File: src/rtl/uart_pkg.sv
// rtl/uart_pkg.sv - state encoding, parity constants and default widths shared by uart_tx and uart_rx
package uart_pkg;
  localparam int DEFAULT_DATA_WIDTH     = 8;
  localparam int DEFAULT_PRESCALE_WIDTH = 6;

  localparam logic PARITY_ODD  = 1'b1;
  localparam logic PARITY_EVEN = 1'b0;

  typedef enum logic [2:0] {
    IDLE,
    START,
    DATA,
    PARITY,
    STOP
  } uart_state_e;
endpackage

File: src/rtl/uart_bit_timer.sv
// rtl/uart_bit_timer.sv - per-bit cycle counter; bit_tick marks the last cycle of each bit period
module uart_bit_timer
  import uart_pkg::*;
#(
  parameter int PERIOD_WIDTH = DEFAULT_PRESCALE_WIDTH
) (
  input  logic                    clk,
  input  logic                    rst,
  input  logic                    load,
  input  logic [PERIOD_WIDTH-1:0] period,
  output logic                    bit_tick
);

  logic [PERIOD_WIDTH-1:0] count;
  logic [PERIOD_WIDTH-1:0] last;

  // A zero period is treated as one cycle per bit.
  assign last     = (period == '0) ? '0 : period - 1'b1;
  assign bit_tick = (count == last) && !load;

  always_ff @(posedge clk) begin
    if (rst || load || bit_tick) begin
      count <= '0;
    end else begin
      count <= count + 1'b1;
    end
  end

endmodule

File: src/rtl/uart_tx.sv
// rtl/uart_tx.sv - UART transmitter: start, LSB-first data, optional parity, one stop bit
module uart_tx
  import uart_pkg::*;
#(
  parameter int DATA_WIDTH     = DEFAULT_DATA_WIDTH,
  parameter int PRESCALE_WIDTH = DEFAULT_PRESCALE_WIDTH
) (
  input  logic                      clk,
  input  logic                      rst,
  input  logic [DATA_WIDTH-1:0]     p_data,
  input  logic                      data_valid,
  input  logic                      parity_en,
  input  logic                      parity_type,
  input  logic [PRESCALE_WIDTH-1:0] prescale,
  output logic                      s_data,
  output logic                      busy,
  output logic                      tx_done
);

  localparam int IDX_W = (DATA_WIDTH > 1) ? $clog2(DATA_WIDTH) : 1;
  localparam logic [IDX_W-1:0] LAST_IDX = IDX_W'(DATA_WIDTH - 1);

  uart_state_e               state, state_next;
  logic [DATA_WIDTH-1:0]     data_reg;
  logic                      par_en_reg;
  logic                      par_type_reg;
  logic [PRESCALE_WIDTH-1:0] presc_reg;
  logic [IDX_W-1:0]          bit_idx, bit_idx_next;
  logic                      s_data_next, busy_next, done_next;
  logic                      accept;
  logic                      bit_tick;
  logic                      parity_bit;

  assign parity_bit = (par_type_reg == PARITY_EVEN) ? ^data_reg : ~^data_reg;

  // Held in load while idle so the first bit period starts counting at the accepting edge.
  uart_bit_timer #(
    .PERIOD_WIDTH(PRESCALE_WIDTH)
  ) u_bit_timer (
    .clk     (clk),
    .rst     (rst),
    .load    (state == IDLE),
    .period  (presc_reg),
    .bit_tick(bit_tick)
  );

  always_comb begin
    state_next   = state;
    s_data_next  = s_data;
    busy_next    = busy;
    done_next    = 1'b0;
    bit_idx_next = bit_idx;
    accept       = 1'b0;
    unique case (state)
      IDLE: begin
        s_data_next = 1'b1;
        busy_next   = 1'b0;
        if (data_valid) begin
          accept      = 1'b1;
          state_next  = START;
          s_data_next = 1'b0;
          busy_next   = 1'b1;
        end
      end
      START: begin
        if (bit_tick) begin
          state_next   = DATA;
          bit_idx_next = '0;
          s_data_next  = data_reg[0];
        end
      end
      DATA: begin
        if (bit_tick) begin
          if (bit_idx == LAST_IDX) begin
            state_next  = par_en_reg ? PARITY : STOP;
            s_data_next = par_en_reg ? parity_bit : 1'b1;
          end else begin
            bit_idx_next = bit_idx + 1'b1;
            s_data_next  = data_reg[bit_idx_next];
          end
        end
      end
      PARITY: begin
        if (bit_tick) begin
          state_next  = STOP;
          s_data_next = 1'b1;
        end
      end
      STOP: begin
        if (bit_tick) begin
          state_next  = IDLE;
          busy_next   = 1'b0;
          done_next   = 1'b1;
          s_data_next = 1'b1;
        end
      end
      default: begin
        state_next  = IDLE;
        s_data_next = 1'b1;
        busy_next   = 1'b0;
      end
    endcase
  end

  always_ff @(posedge clk) begin
    if (rst) begin
      state        <= IDLE;
      s_data       <= 1'b1;
      busy         <= 1'b0;
      tx_done      <= 1'b0;
      bit_idx      <= '0;
      data_reg     <= '0;
      par_en_reg   <= 1'b0;
      par_type_reg <= 1'b0;
      presc_reg    <= '0;
    end else begin
      state   <= state_next;
      s_data  <= s_data_next;
      busy    <= busy_next;
      tx_done <= done_next;
      bit_idx <= bit_idx_next;
      if (accept) begin
        data_reg     <= p_data;
        par_en_reg   <= parity_en;
        par_type_reg <= parity_type;
        presc_reg    <= prescale;
      end
    end
  end

endmodule

File: config.mk
export PLATFORM = sky130hd
export DESIGN_NAME = uart_tx
export DESIGN_NICKNAME = d
export VERILOG_FILES = /design/src/rtl/uart_pkg.sv /design/src/rtl/uart_bit_timer.sv /design/src/rtl/uart_tx.sv
export SDC_FILE = /design/constraint.sdc
export NUM_CORES = 1
export LEC_CHECK = 0
export ABC_AREA = 0
export CORE_ASPECT_RATIO = 1.25
export CORE_MARGIN = 10
export CORE_UTILIZATION = 55
export CTS_CLUSTER_SIZE = 12
export DETAILED_ROUTE_END_ITERATION = 6
export HOLD_SLACK_MARGIN = 0.08
export PLACE_DENSITY_LB_ADDON = 0.08
export SLEW_MARGIN = 10
export SYNTH_ARGS = -nofsm -noshare
export SYNTH_HDL_FRONTEND = slang
export SYNTH_SLANG_ARGS = --single-unit
export TNS_END_PERCENT = 100
File: constraint.sdc
create_clock -name clk -period 3.2 [get_ports clk]
set_input_delay 0.64 -clock clk [delete_from_list [all_inputs] [get_ports clk]]
set_output_delay 0.64 -clock clk [all_outputs]
set_load 0.02 [all_outputs]
==> summary.md, run 1 <==
| Metric | Value |
|---|---|
| P_int | `between 0.0006 and 0.0007 W` |
| Switching power | `0.000271 W` |
| Fin nets | `~260` |
| Die W | `a little over 70 um` |
| Critical path's slowest cell | `or4_1` |
| Post-route setup TNS | `0 ns` |
| Final setup fails | `0` |
| Worst Path Max Fanout | `13` |
| Initial antenna violation count | `0` |
| Post-synthesis sequential area ratio | `roughly a third` |
| #FFs+latches synth | `31` |
| Worst-margin pin slew | `roughly 0.9 ns` |
| Antenna viol nets, final | `0` |
| Final Hold Viols | `0` |
| Pre-CTS setup slack | `between 0.3 and 0.4 ns` |
| CP required | `3.37 ns` |
| Worst Hold Class | `flip-flop to flip-flop` |
| Post-synthesis instance total | `around 220` |
| Buffers on Ports | `21` |
| Sw Ratio | `28.9%` |
| Fraction of power consumed by the clock network | `33.3%` |
| Drt initial violations | `between 100 and 150` |
| Combinational power share | `21.0%` |
| RSZ-0062 raised after global routing | `false` |
| Max reg flops | `8` |
| DRT Wirelength | `4150 um` |
| Core Region | `~0.0032 mm2` |
| Main flop type after synthesis | `dfxtp_1` |
| Total gr overflow | `0` |
| CTS H-tree depth | `2` |
| Vias | `~1,600` |
| Critical Path Source Type | `flip-flop` |
| Flop pwr share | `around 46%` |
| Initial cell density of the core | `a little under three fifths` |
| Hold buffers post-CTS | `0` |
| Period minus WS final | `2.91 ns` |
| Number of synthesis warnings | `0` |
| Die height | `83.9 um` |
| WHS | `between 0.4 and 0.5 ns` |
| Lkg Pwr | `between 0.7 and 0.8 nW` |
| Synth top area cells | `dfxtp_1 35%, nand2_1 8.2%, a21oi_1 6.7%, xor2_1 3.9%, xnor2_1 3.4%` |
| Clock Tree Buf Depth | `2` |
| Placed Area | `between 0.002 and 0.0025 mm2` |
| Crit path capture type | `flip-flop` |
| Critical Path AT | `3.09 ns` |
| Drt drc | `0` |
| Setup WS post-layout | `around 0.29 ns` |
| Fmax | `about 340 MHz` |
| PD cells | `~450 mW/mm2` |
| Most frequent cell after synthesis | `nand2_1` |
| Post-route cell area | `0.00209 mm2` |
| Ant diodes | `0` |
| Crit Reg-Reg Endpoint | `state[0]` |
| Worst setup startpoint | `presc_reg[0]` |
| DIE AREA | `between 0.005 and 0.006 mm2` |
| Max-cap violations | `0` |
| CP cell instances | `inv_1 -> ha_1 -> and2b_4 -> and3_1 -> a311oi_1 -> o211ai_1 -> or4_1 -> a221oi_1` |
| Vias in the first global route | `1,637` |
| Gpl congestion | `just under 0.9` |
| Critical path class | `flip-flop to flip-flop` |
| Crit path largest cell delay | `0.59 ns` |
| Worst-path clk slew | `0.07 ns` |
| Fin. max-slew vios | `0` |
| CTS tree | `done` |
| Clock latency on the worst-skew pair | `around 0.28 ns` |
| Setup Fix Bufs, Post-CTS | `0` |
| Layout area overhead | `16.5%` |
| CTS buffer count | `5` |
| Status | `finished clean` |
| Post-CTS Resized | `0` |
| Largest net degree at the start of global routing | `31` |
| Area leader, netlist | `dfxtp_1` |
| DP HPWL | `slightly above 3000 um` |
| Io pins | `22` |
| Launch point of the worst reg-to-reg path | `presc_reg[0]` |
| Total track usage | `14.1%` |
| R2r setup slk | `between 0.2 and 0.3 ns` |
| Root buffer cell | `clkbuf_8` |
| Yosys top cell area share | `about a third` |
| Filler instances | `~270` |
| Avg Cell Area, Syn | `approximately 8.3 um2` |
| Reg2Reg Depth | `8` |
| Post-synth cell types | `between 50 and 60` |
| Top cells by count, synth | `39 x nand2_1, 31 x dfxtp_1, 24 x a21oi_1` |
| 1st-pass router iterations | `4` |
| Share of layout cells above drive strength 1 | `under 10%` |
| VDD IR-drop max | `around 0.35 mV` |
| Setup Skew | `between 0.009 and 0.01 ns` |
| Post-synthesis cell area | `about 0.0018 mm2` |
| Async SR Flop Fraction | `0%` |
| Vias per cell | `about 5.9` |
| Clk sinks | `31` |
| Max_slew headroom | `roughly two fifths` |
| DR WL/cell | `15.4 um` |
| Worst setup path endpoint | `state[0]` |
| Post-synth EDFFs | `0` |
| FP Rows | `23` |
| Post-Syn Nets | `between 200 and 250` |
| First-pass GRT wire length | `slightly above 7000 um` |
| Final cycle utilization of the critical path | `about nine tenths` |
## worst min-delay path by stage
stage,from,endpoint,depth (start not counted)
2_1_floorplan,bit_idx[1],bit_idx[1],2
3_3_place_gp,par_type_reg,par_type_reg,2
3_5_place_dp,bit_idx[2],bit_idx[2],2
4_1_cts,bit_idx[2],bit_idx[2],2
5_1_grt,bit_idx[1],bit_idx[1],2
6_report,bit_idx[2],bit_idx[2],2
## critical path: cells and delay by family (launching register included)
| family | cells | cell delay (ns) |
|---|---|---|
| AND/OR/NAND/NOR | 3 | 0.97 |
| AO/OA/AOI/OAI | 3 | 0.96 |
| flip-flops | 1 | 0.47 |
| adder cells (fa/ha/maj) | 1 | 0.29 |
| buffers and inverters | 1 | 0.11 |
## power by group through the flow
stage	Clock, W	Combinational (W)	Sequential (W)
2_1_floorplan	0	0.000149	0.000430
3_3_place_gp	0	0.000191	0.000438
3_5_place_dp	0	0.000197	0.000439
4_1_cts	0.000322	0.000198	0.000430
5_1_grt	0.000335	0.000218	0.000434
6_report	0.000313	0.000197	0.000430
## kinds of logic (layout without fill, tap and decap cells)
logic type | count (synthesis) | count (layout) | share of synthesized area, %
compound gates | 51 | 51 | 18.4
xor+xnor | 17 | 17 | 9.48
fa+ha+maj | 4 | 4 | 2.79
buf+inv | 18 | 35 | 4.39
flops | 31 | 31 | 34.6
mux | 5 | 5 | 4.25
simple gates | 89 | 89 | 26.1
## metal layers
layer	global-route usage [%]	wire, um	vias to the layer above
met5	0	0	-
met4	5.47	53	0
met3	3.69	127	8
met2	25.7	2250	28
met1	14.8	1730	745
li1	-	-	802
## stage by stage
| step | total power, W | cells | util [%] |
|---|---|---|---|
| detailed placement | 0.000636 | 262 | 63.2 |
| finish | 0.000940 | 269 | 66.0 |
| floorplan | 0.000579 | 215 | - |
| CTS | 0.000950 | 269 | 66.0 |
| global route | 0.000987 | 269 | 66.0 |
| global placement | 0.000629 | 262 | 63.2 |
## final cells by class
cell class,count,area (um2),share of cell area [%]
Clock inverter,1,5.00,0.240
Timing Repair Buffer,22,218,10.4
Clock buffer,6,82.6,3.95
Sequential cell,31,621,29.7
Tap cell,37,46.3,2.22
Multi-Input combinational cell,166,1090,52.4
Inverter,6,22.5,1.08
## cells in the final DEF (no fill, tap or decap), types with 2 or more instances in the layout
| cell | Yosys | routed |
|---|---|---|
| nand2b_1 | 2 | 2 |
| nor3_2 | 2 | 2 |
| inv_1 | 6 | 6 |
| and2_1 | 2 | 2 |
| xnor2_1 | 7 | 7 |
| clkbuf_8 | 0 | 6 |
| mux4_2 | 2 | 2 |
| ha_1 | 4 | 4 |
| nor4_1 | 7 | 7 |
| nand3_1 | 3 | 3 |
| o31ai_1 | 6 | 6 |
| mux2i_1 | 2 | 2 |
| nor3_1 | 4 | 4 |
| a32o_1 | 2 | 2 |
| clkdlybuf4s50_1 | 0 | 21 |
| a21oi_1 | 24 | 24 |
| nor2b_1 | 2 | 2 |
| dfxtp_1 | 31 | 31 |
| xor2_1 | 8 | 8 |
| nor2_1 | 12 | 12 |
| o21ai_0 | 3 | 3 |
| nand2_1 | 39 | 39 |
| or4_1 | 5 | 5 |
| o21ai_1 | 2 | 2 |
Power figures use the tool's default switching activity.
==> inputs of run 2 (changes only) <==
PLACE_DENSITY = 0.79   (was default)
PLACE_DENSITY_LB_ADDON = default   (was 0.08)
==> summary.md, run 2 (synthesized netlist as in run 1, its figures left out) <==
| Metric | Value |
|---|---|
| RSZ-0062 raised after global routing | `false` |
| Status | `finished clean` |
| Post-CTS Resized | `0 (unchanged)` |
| VDD IR-drop max | `0.311 mV (-10%)` |
| Most frequent cells in the layout | `39 x nand2_1, 31 x dfxtp_1, 24 x a21oi_1, 21 x clkdlybuf4s50_1, 12 x nor2_1` |
| Drt drc | `0 (unchanged)` |
| Hold buffers post-CTS | `0 (unchanged)` |
| FF+latch area | `621 um2 (unchanged)` |
| Highest metal used | `met4` |
| Critical path class | `flip-flop to flip-flop` |
| Io pins | `22 (unchanged)` |
| Buffers on Ports | `21 (unchanged)` |
| Gpl congestion | `0.894 (+2.4%)` |
| Fin. max-slew vios | `0 (unchanged)` |
| Hold EP | `bit_idx[2]` |
| Pre-CTS setup slack | `0.483 ns (+0.132 ns)` |
| DP HPWL | `2990 um (-1.5%)` |
| Worst Path Max Fanout | `13 (unchanged)` |
| DR WL/cell | `15.0 um (-2.7%)` |
| DIE AREA | `0.00596 mm2 (unchanged)` |
| Max_slew headroom | `38.7% (-0.34 points)` |
| Max-cap violations | `0 (unchanged)` |
| PD cells | `458 mW/mm2 (+1.7%)` |
| Post-route setup TNS | `0 ns (unchanged)` |
| First-pass GRT wire length | `7120 um (+0.18%)` |
| Worst hold path stage count | `2 (unchanged)` |
| CTS tree | `done` |
| R2r setup slk | `0.45 ns (+0.17 ns)` |
| 1st-pass router iterations | `4 (unchanged)` |
| Dpl cells | `263 (+0.38%)` |
| Worst-path clk slew | `0.06 ns (about the same)` |
| Final Hold Viols | `0 (unchanged)` |
| Final cycle utilization of the critical path | `85.8% (-5.2 points)` |
| CTS buffer count | `5 (unchanged)` |
| Vias in the first global route | `1,646 (+0.55%)` |
| Worst-margin pin slew | `0.915 ns (+0.00504 ns)` |
| Flop pwr share | `44.6% (-1.2 points)` |
| Period minus WS final | `2.75 ns (-0.167 ns)` |
| Worst Hold Class | `flip-flop to flip-flop` |
| Launch point of the worst reg-to-reg path | `presc_reg[0]` |
| Commonest non-fill, non-tap cell in the layout | `nand2_1` |
| P_int | `0.000698 W (+4.3%)` |
| Vias per cell | `5.86 (-0.49%)` |
| Initial antenna violation count | `0 (unchanged)` |
| DRT Wirelength | `4070 um (-2.0%)` |
| CTS H-tree depth | `2 (unchanged)` |
| Reg2Reg Depth | `8 (unchanged)` |
| Crit path capture type | `flip-flop` |
| Critical Path AT | `2.94 ns (-0.15 ns)` |
| Initial cell density of the core | `56.7% (unchanged)` |
| Critical Path Source Type | `flip-flop` |
| Clock latency on the worst-skew pair | `0.28 ns (about the same)` |
| Combinational power share | `20.5% (-0.5 points)` |
| Fraction of power consumed by the clock network | `34.8% (+1.5 points)` |
| Ant diodes | `0 (unchanged)` |
| Setup Fix Bufs, Post-CTS | `0 (unchanged)` |
| Hold path start | `bit_idx[2]` |
| CP required | `3.39 ns (+0.02 ns)` |
| Final setup fails | `0 (unchanged)` |
| Layout area overhead | `17.6%` |
| M1 WL | `1760 um (+1.9%)` |
| Lkg Pwr | `0.779 nW (+1.2%)` |
| Die height | `83.9 um (unchanged)` |
| Vias | `1,587 (+0.25%)` |
| Total track usage | `14.2% (+0.064 points)` |
| Setup Skew | `0.00318 ns (-0.00659 ns)` |
| FP Rows | `23 (unchanged)` |
| Filler instances | `293 (+8.1%)` |
| Fmax | `364 MHz (+6.1%)` |
| Core Region | `0.00317 mm2 (unchanged)` |
| Switching power | `0.000268 W (-1.4%)` |
| Clock Tree Buf Depth | `2 (unchanged)` |
| Antenna viol nets, final | `0 (unchanged)` |
| Max reg flops | `8 (unchanged)` |
| Sw Ratio | `27.7% (-1.1 points)` |
| Drt initial violations | `62 (-47%)` |
| Root buffer cell | `clkbuf_8` |
| Multi-input logic area | `0.00109 mm2 (unchanged)` |
| Total gr overflow | `0 (unchanged)` |
| Clk sinks | `31 (unchanged)` |
| Crit Reg-Reg Endpoint | `state[0]` |
| WL met3 | `113 um (-11%)` |
| Fin nets | `256 (+0.39%)` |
| Met2 WL | `2130 um (-5.0%)` |
| Largest net degree at the start of global routing | `30 (-3.2%)` |
| Non-Filler Instances | `271 (+0.74%)` |
| Setup WS post-layout | `0.453 ns (+0.167 ns)` |
| WHS | `0.473 ns (-0.0104 ns)` |
| Die W | `71.1 um (unchanged)` |
| Share of layout cells above drive strength 1 | `8.97% (+0.35 points)` |
[run 2: changes by cell type in the layout (fill, tap and decap cells not counted)]
cell      change
buf_4         +1
clkbuf_1      +1
clkinv_2      -1
clkbuf_8      +1
[run 2: per-stage QoR]
step	power, W	utilization [%]	instance area [um2]
final	0.000965	66.6	2110
after global routing	0.00101	66.6	2110
after CTS	0.000973	66.6	2110
after floorplan	0.000579	-	1790
after global placement	0.000633	63.5	2010
after detailed placement	0.000637	63.5	2010
[run 2: metal layers]
metal | vias to the layer above | GRT usage [%]
li1 | 804 | -
met1 | 760 | 14.6
met2 | 16 | 25.9
met3 | 7 | 3.93
met4 | 0 | 5.64
met5 | - | 0
[run 2: how the worst max path moves through the flow]
| stage | cells after the start | from | endpoint |
|---|---|---|---|
| 2_1_floorplan | 9 | presc_reg[0] | bit_idx[1] |
| 3_3_place_gp | 8 | presc_reg[0] | state[0] |
| 3_5_place_dp | 8 | presc_reg[0] | state[0] |
| 4_1_cts | 8 | presc_reg[0] | state[0] |
| 5_1_grt | 8 | presc_reg[0] | state[0] |
| 6_report | 8 | presc_reg[0] | state[0] |
[run 2: final cells by class]
| type | instances | area share (%) |
|---|---|---|
| flip-flops and latches | 31 | 29.4 |
| well taps | 37 | 2.19 |
| clock buffers | 8 | 4.74 |
| repair buffers | 23 | 10.7 |
| multi-input cells | 166 | 51.9 |
| inverters | 6 | 1.07 |
[run 2: power by group through the flow]
stage | sequential (W) | clock (W) | combinational (W)
after floorplan | 0.000430 | 0 | 0.000149
after global placement | 0.000438 | 0 | 0.000194
after detailed placement | 0.000439 | 0 | 0.000198
after CTS | 0.000431 | 0.000343 | 0.000199
after global routing | 0.000434 | 0.000356 | 0.000221
final | 0.000431 | 0.000336 | 0.000198
[run 2: critical path, stage by stage (launching register included)]
cell	delay (ns)
dfxtp_1	0.47
inv_1	0.10
ha_1	0.28
and2b_4	0.21
and3_1	0.16
a311oi_1	0.21
o211ai_1	0.41
or4_1	0.58
a221oi_1	0.23
==> inputs of run 3 (changes only) <==
HOLD_SLACK_MARGIN = default   (was 0.08)
==> results of run 3 <==
The final DEF is identical to that of run 2; final timing and power are the same.
